`src/rtl/d_clock_param.sv`:
```
// Prescaled BCD time-of-day clock with a guarded time load, an alarm compare and a midnight pulse.
// Time is always held as 24-hour BCD; 12-hour display is derived combinationally.
module d_clock_param #(
  parameter int CLK_DIV = 1,
  parameter int DIV_W   = 26
) (
  input  logic        clk_1,
  input  logic        rst,
  input  logic        mode_12h,
  input  logic        set_valid,
  input  logic [19:0] set_time,
  output logic        set_ready,
  output logic        set_err,
  input  logic        alarm_en,
  input  logic [19:0] alarm_time,
  output logic        alarm_hit,
  output logic        day_tick,
  output logic [3:0]  sec_1,
  output logic [2:0]  sec_2,
  output logic [3:0]  min_1,
  output logic [2:0]  min_2,
  output logic [3:0]  hour_1,
  output logic [1:0]  hour_2,
  output logic        pm,
  output logic [20:0] register
);

  localparam logic [DIV_W-1:0] DIV_MAX = DIV_W'(CLK_DIV - 1);

  logic [DIV_W-1:0] div_cnt;
  logic             tick;
  logic [19:0]      t, t_nxt;
  logic             set_legal, load_try, load_ok;

  assign tick = (div_cnt == DIV_MAX);

  // Packed fields: {h2[19:18], h1[17:14], m2[13:11], m1[10:7], s2[6:4], s1[3:0]}
  always_comb begin
    set_legal = (set_time[3:0] <= 4'd9) && (set_time[6:4] <= 3'd5) &&
                (set_time[10:7] <= 4'd9) && (set_time[13:11] <= 3'd5) &&
                (((set_time[19:18] < 2'd2) && (set_time[17:14] <= 4'd9)) ||
                 ((set_time[19:18] == 2'd2) && (set_time[17:14] <= 4'd3)));
  end

  assign load_try = set_valid && set_ready;
  assign load_ok  = load_try && set_legal;

  // Ripple-carry through the BCD digits; 23:59:59 wraps to all zeros.
  always_comb begin
    t_nxt = t;
    if (t[3:0] != 4'd9) t_nxt[3:0] = t[3:0] + 4'd1;
    else begin
      t_nxt[3:0] = 4'd0;
      if (t[6:4] != 3'd5) t_nxt[6:4] = t[6:4] + 3'd1;
      else begin
        t_nxt[6:4] = 3'd0;
        if (t[10:7] != 4'd9) t_nxt[10:7] = t[10:7] + 4'd1;
        else begin
          t_nxt[10:7] = 4'd0;
          if (t[13:11] != 3'd5) t_nxt[13:11] = t[13:11] + 3'd1;
          else begin
            t_nxt[13:11] = 3'd0;
            if ((t[19:18] == 2'd2) && (t[17:14] == 4'd3)) t_nxt[19:14] = 6'd0;
            else if (t[17:14] == 4'd9) begin
              t_nxt[17:14] = 4'd0;
              t_nxt[19:18] = t[19:18] + 2'd1;
            end else t_nxt[17:14] = t[17:14] + 4'd1;
          end
        end
      end
    end
  end

  always_ff @(posedge clk_1 or posedge rst) begin
    if (rst) begin
      div_cnt   <= '0;
      t         <= '0;
      set_ready <= 1'b1;
      set_err   <= 1'b0;
      alarm_hit <= 1'b0;
      day_tick  <= 1'b0;
    end else begin
      set_ready <= !load_try;
      set_err   <= load_try && !set_legal;
      alarm_hit <= 1'b0;
      day_tick  <= 1'b0;
      // A load swallows a coincident tick and restarts the second.
      if (load_ok) begin
        t       <= set_time;
        div_cnt <= '0;
      end else begin
        div_cnt <= tick ? '0 : div_cnt + DIV_W'(1);
        if (tick) begin
          t         <= t_nxt;
          alarm_hit <= alarm_en && (t_nxt == alarm_time);
          day_tick  <= (t_nxt == 20'd0);
        end
      end
    end
  end

  logic [4:0] h_bin, h_12;

  always_comb begin
    h_bin = 5'(t[19:18]) * 5'd10 + 5'(t[17:14]);
    if (h_bin == 5'd0)      h_12 = 5'd12;
    else if (h_bin > 5'd12) h_12 = h_bin - 5'd12;
    else                    h_12 = h_bin;
    if (mode_12h) begin
      hour_2 = (h_12 >= 5'd10) ? 2'd1 : 2'd0;
      hour_1 = (h_12 >= 5'd10) ? 4'(h_12 - 5'd10) : 4'(h_12);
      pm     = (h_bin >= 5'd12);
    end else begin
      hour_2 = t[19:18];
      hour_1 = t[17:14];
      pm     = 1'b0;
    end
  end

  assign sec_1    = t[3:0];
  assign sec_2    = t[6:4];
  assign min_1    = t[10:7];
  assign min_2    = t[13:11];
  assign register = {pm, hour_2, hour_1, min_2, min_1, sec_2, sec_1};

endmodule

```
`config.mk`:
```
export PLATFORM = sky130hd
export DESIGN_NAME = d_clock_param
export DESIGN_NICKNAME = d
export VERILOG_FILES = /design/src/rtl/d_clock_param.sv
export SDC_FILE = /design/constraint.sdc
export NUM_CORES = 1
export LEC_CHECK = 0
export ABC_AREA = 1
export BUFFER_PORTS_ARGS = -buffer_cell sky130_fd_sc_hd__buf_4
export CORE_MARGIN = 3
export CORE_UTILIZATION = 25
export CTS_CLUSTER_DIAMETER = 100
export DETAILED_ROUTE_END_ITERATION = 12
export GPL_TIMING_DRIVEN = 0
export HOLD_SLACK_MARGIN = 0.1
export PLACE_DENSITY_LB_ADDON = 0.15
export SLEW_MARGIN = 20
export SYNTH_ARGS = -nofsm -noshare
export SYNTH_HDL_FRONTEND = slang
export SYNTH_SLANG_ARGS = --single-unit
```
`constraint.sdc`:
```
create_clock -name clk_1 -period 3.4 [get_ports clk_1]
set_input_delay 0.34 -clock clk_1 [delete_from_list [all_inputs] [get_ports clk_1]]
set_output_delay 0.34 -clock clk_1 [all_outputs]
set_load 0.05 [all_outputs]
```
======== Yosys cells after proc, flatten, opt, wreduce, memory -nomap -nowiden ========
Cells that the tools add are included.
operators by class
  add/sub/neg operators ................... 10
  multipliers ............................. 1
  order comparisons ....................... 10
  eq/ne operators ......................... 9
  mux-type cells .......................... 26
  reduce and logical (&&, ||, !) cells .... 18
operators by type and width
  kind                                                               number
  2-to-1 mux 26 bit                                                  2
  2-to-1 mux 20 bit                                                  2
  adder 26 x 1 -> 26 bit, second input constant                      1
  logical NOT 26 bit                                                 1
  equality test 20 bit                                               1
  logical NOT 20 bit                                                 1
  2-to-1 mux 4 bit                                                   5
  2-to-1 mux 16 bit                                                  1
  2-to-1 mux 13 bit                                                  1
  adder 4 x 1 -> 4 bit, second input constant                        3
  <= comparator 4 bit, second input constant                         3
  2-to-1 mux 6 bit                                                   2
  logical AND 1 bit                                                  11
  greater-or-equal comparator 5 x 4 -> 1 bit, second input constant  2
  2-to-1 mux 5 bit                                                   2
  2-to-1 mux 9 bit                                                   1
  inequality test 4 bit, second input constant                       2
  adder 3 x 1 -> 3 bit, second input constant                        2
  <= comparator 3 bit, second input constant                         2
  2-to-1 mux 1 bit                                                   6
  2-to-1 mux 3 bit                                                   2
  inequality test 3 bit, second input constant                       2
  adder 5 x 4 -> 5 bit                                               1
  greater-than comparator 5 x 4 -> 1 bit, second input constant      1
  other kinds (14)                                                   17
storage, ports and cells
  bits in registers ....................... 50
  input port bits ......................... 45
  output and inout port bits .............. 46
  logic and storage cells ................. 80

======== Logic depth before layout (Yosys ltp) ========
  depth after elaboration ................. 11
  mapped depth ............................ 17
  mapped depth without buffers ............ 16

======== Worst setup path after synthesis ========
Ideal clock, no wire load.
  path type ............................... register to output
  from .................................... reg t[15]
  to ...................................... out register[17]
  arrival ................................. 3,289 ps
  required time ........................... 3,060 ps
  setup slack ............................. -229 ps
  stages on the path, launching flop included .. 16
  buffers on the path ..................... 1
  cells stage by stage .................... dfrtp_1 ha_1 inv_1 fa_1 xor2_1 inv_1 ha_1 nand2_1 a21oi_2 a21oi_1 ha_1 inv_1 o21ai_0 inv_1 o22ai_1 buf_4
on the way
  word-level cells in the longest chain between the ends .. 7
  elaborated cells on any way between the ends .. 10
  those cells by class .................... 3 x add/sub; 2 x order compare; 4 x mux; 1 x reduce/logical
RTL lines
  element                                                                              RTL line  RTL
  start, declared                                                                      32        logic [19:0] t, t_nxt;
  start signal, assigned                                                               89        t <= set_time;
  start signal, assigned                                                               94        t <= t_nxt;
  adder 5 x 4 -> 5 bit (*)                                                             105       h_bin = 5'(t[19:18]) * 5'd10 + 5'(t[17:14]);
  subtractor 5 x 4 -> 5 bit or greater-than comparator 5 x 4 -> 1 bit (tied branches)  107       else if (h_bin > 5'd12) h_12 = h_bin - 5'd12;
  2-to-1 mux 5 bit                                                                     107
  2-to-1 mux 5 bit (*)                                                                 106       if (h_bin == 5'd0) h_12 = 5'd12;
  subtractor 4 bit or greater-or-equal comparator 5 x 4 -> 1 bit (tied branches)       111       hour_1 = (h_12 >= 5'd10) ? 4'(h_12 - 5'd10) : 4'(h_12);
  2-to-1 mux 4 bit (*)                                                                 111
  2-to-1 mux 4 bit (*)                                                                 109       if (mode_12h) begin
  end, declared                                                                        25        output logic [20:0] register
Mark *: on every way between the ends. The rest lies on a longest branch, timed or not.

======== Worst setup path in the final report ========
Ends and elaborated chain as after synthesis.

==> PnR_summary.wiki <==
{| class="wikitable"
! Metric !! Value
|-
| Via count of the routed design || 4312
|-
| TritonCTS clock tree || yes
|-
| Routed length on met2 || 6220 um
|-
| Max capacitance violation total || 0
|-
| Element type at the critical path start || register
|-
| Fin Clk Skew || 0.00930 ns
|-
| Met1 layer wirelength in the final routing || 5850 um
|-
| Data required time of the critical path || 3.06 ns
|-
| Number of placement rows || 46
|-
| Period utilization || 0.974
|-
| Hold Worst Slack || 0.170 ns
|-
| Placed Cells incl. Taps || 926
|-
| RSZ-0062 raised after global routing || yes
|-
| Via count of the first global-routing pass || 4244
|-
| Number of sinks on the clock net || 50
|-
| Post-route cell area || 5520 sq um
|-
| Number of max-slew violations in the final report || 0
|-
| I/O pins || 91
|-
| Reg2Reg Capture Point || day_tick
|-
| TritonCTS Buffers || 5
|-
| Fraction of synthesized cell area taken by the top area cell type || 0.292
|-
| Clock network latency to the later pin of the worst-skew pair || 0.29 ns
|-
| Synthesized net count || 677
|-
| Initial Utilization || 0.260
|-
| Maximum net fanout on the critical path || 4
|-
| Worst-case vdd ir drop || 0.000707 V
|-
| Iteration count of the initial detailed-routing pass || 5
|-
| Final total negative setup slack || 0 ns
|-
| Flip-flop cell with the highest count after synthesis || dfrtp_1
|-
| Yosys warnings || 0
|-
| Wire length of the first global-routing pass || 20900 um
|-
| Post-DR wirelength/cell || 13.6 um
|-
| Post-synthesis average cell area || 6.78 sq um
|-
| GRT Total Usage || 0.141
|-
| Half-perimeter wire length after placement || 10100 um
|-
| Die Wd || 136 um
|-
| Power density over the cells || 1120 nW/um^2
|-
| Vias per cell || 4.56
|-
| Fraction of final layout cells sized beyond drive strength 1 || 0.291
|-
| Placeable Area || 16200 sq um
|-
| Number of DRC markers in iteration 0 || 246
|-
| Hold bufs inserted after CTS || 0
|-
| Maximum number of pins on one net before global-route repair || 51
|-
| GRT overflow || 0
|-
| Met3 Routed Length || 589 um
|-
| Worst R2R Start || div_cnt[0]
|-
| Sequential fraction of the synthesis area || 0.298
|-
| Unique cell type count in the Yosys netlist || 46
|-
| Uppermost layer routed || met4
|-
| Outcome || completed
|-
| Gate count of the mapped netlist || 620
|-
| Post-Route WL || 12900 um
|-
| Synthesized flop and latch total || 50
|-
| Area post-placement || 5160 sq um
|-
| Final setup viols || 0
|-
| Async set or reset register ratio after synthesis || 1.00
|-
| Non-filler cells, final || 945
|-
| Longest Clk Path Bufs || 2
|-
| Least-Margin Pin Slew || 0.682 ns
|-
| Net count of the finished layout || 785
|-
| Worst-case reg-to-reg path depth || 11
|-
| Sequential fraction of design power || 0.162
|-
| Count of unresolved DRC violations after routing || 0
|-
| Min Tclk post-route || 3.31 ns
|-
| Clock root buffer master || clkbuf_16
|-
| Clock-pin slew of the registers on the worst-case setup and hold paths || 0.07 ns
|-
| Capturing element type of the critical path || output pin
|-
| Synth area leader || dfrtp_1
|-
| Leading post-synthesis cells by cell area || dfrtp_1 29%, nand2_1 16%, inv_1 7.1%
|-
| Comb pwr share || 0.754
|-
| Worst reg-to-reg setup slack || 1.10 ns
|-
| Routability congestion estimate || 0.851
|-
| Die height || 136 um
|-
| Path type of the worst setup path || reg2out
|-
| Worst max-slew margin expressed relative to the limit || 0.545
|-
| IO Port Bufs || 90
|-
| Pleak || 2.92 nW
|-
| Antenna diode count || 0
|-
| Number of H-tree branching levels || 2
|-
| Share of the core filled with cells in the final layout || 0.341
|-
| Initial antenna violation count || 0
|-
| Number of enable-type register cells in the synthesized netlist || 0
|-
| Max Clock Freq || 302 MHz
|-
| Die area || 18400 sq um
|-
| Switching portion of total power || 0.542
|-
| Netlist area before placement || 4210 sq um
|-
| Antenna-violating nets left || 0
|-
| Class of the most critical hold timing path || in2async
|-
| Arrival time of data at the critical path endpoint || 2.97 ns
|-
| Net Switching || 0.00335 W
|-
| Final Hold Fails || 0
|-
| Cell Int Power || 0.00283 W
|-
| Relative area change from synthesis to final layout || 31.2%
|-
| Clock network fraction of total power || 0.085
|}
-- Yosys cell counts (all sizes together), types with 2 or more instances --
library cell	instances
nor2	67
o22ai	2
o21ai	17
clkbuf	4
ha	11
nor3	13
o221ai	16
dfrtp	49
nor3b	2
clkinv	3
xor2	7
nand4	14
buf	41
o211ai	5
o21a	2
a21oi	18
nor4	6
inv	85
nand3b	3
nand2	187
xnor2	5
nand3	56
-- logic make-up (layout without fill, tap and decap cells) --
| group | count (synthesis) | count (layout) | share of synthesized area |
|---|---|---|---|
| flops | 50 | 50 | 0.298 |
| simple gates | 349 | 349 | 0.386 |
| buf+inv | 133 | 242 | 0.154 |
| fa+ha+maj | 12 | 12 | 0.0375 |
| xor+xnor | 12 | 12 | 0.0250 |
| compound gates | 64 | 64 | 0.100 |
-- worst max-delay path by stage --
stage | startpoint | end | cells after the start
floorplan | t[15] | register[15] | 17
global placement | t[15] | register[17] | 15
detailed placement | t[18] | register[16] | 18
CTS | t[18] | register[17] | 15
global route | t[15] | register[15] | 18
finish | t[15] | register[17] | 16
-- sequential cells by signal (all words and copies together) (netlist names) --
signal     flops
alarm_hit      1
div_cnt       26
set_ready      1
day_tick       1
set_err        1
t             20
-- layout make-up --
cell class	instances	area [sq um]
buffer	45	318
sequential	50	1260
timing repair buffer	101	777
fill	1753	10700
tap	216	270
inverter	88	335
multi-input combinational	437	2410
clock inverter	2	12.5
clock buffer	6	139
-- cell usage in the layout, fill, tap and decap left out, drive strengths merged, types with 2 or more instances in the layout --
cell / n
nand3: 56
clkinv: 4
o221ai: 16
nand4: 14
ha: 11
nand2: 187
nor3: 13
xnor2: 5
o22ai: 2
clkbuf: 10
dfrtp: 49
xor2: 7
o21ai: 17
nor3b: 2
nand3b: 3
inv: 85
o21a: 2
buf: 142
nor2: 67
o211ai: 5
a21oi: 18
nor4: 6
-- per-layer routing --
metal  GRT usage  up-vias
li1            -     2191
met1       0.185     2000
met2       0.241      102
met3      0.0230       19
met4      0.0386        0
met5           0        -
-- critical path: stages (launching register included) --
cell,delay [ns]
dfrtp_2,0.40
ha_4,0.15
inv_2,0.04
fa_2,0.37
xor2_4,0.23
inv_2,0.07
ha_4,0.18
nand2_4,0.07
a21oi_4,0.06
buf_4,0.14
nand2_1,0.05
o211ai_1,0.14
buf_4,0.17
o21ai_1,0.17
o22ai_2,0.12
buf_4,0.14
buf_4,0.18
-- power groups by stage --
stage / Sequential (W) / Clock [W] / Combinational (W)
floorplan: 0.000942 / 0 / 0.00317
global placement: 0.00101 / 0 / 0.00409
detailed placement: 0.00102 / 0 / 0.00412
CTS: 0.000993 / 0.000548 / 0.00433
global route: 0.00103 / 0.000570 / 0.00506
finish: 0.000999 / 0.000525 / 0.00466
-- stage by stage --
stage / worst slack (ns) / power (W)
final: 0.0875 / 0.00619
after global routing: -0.0309 / 0.00666
after CTS: 0.00178 / 0.00588
after detailed placement: 0.0310 / 0.00514
after global placement: 0.0556 / 0.00510
after floorplan: 0.112 / 0.00411
-- timing repair --
action / CTS / global route
pin swaps: 4 / 8
resized for setup: 13 / 20
buffers inserted: 6 / 5
endpoints found under the setup margin: 8 / 8
Power figures use the tool's default switching activity.
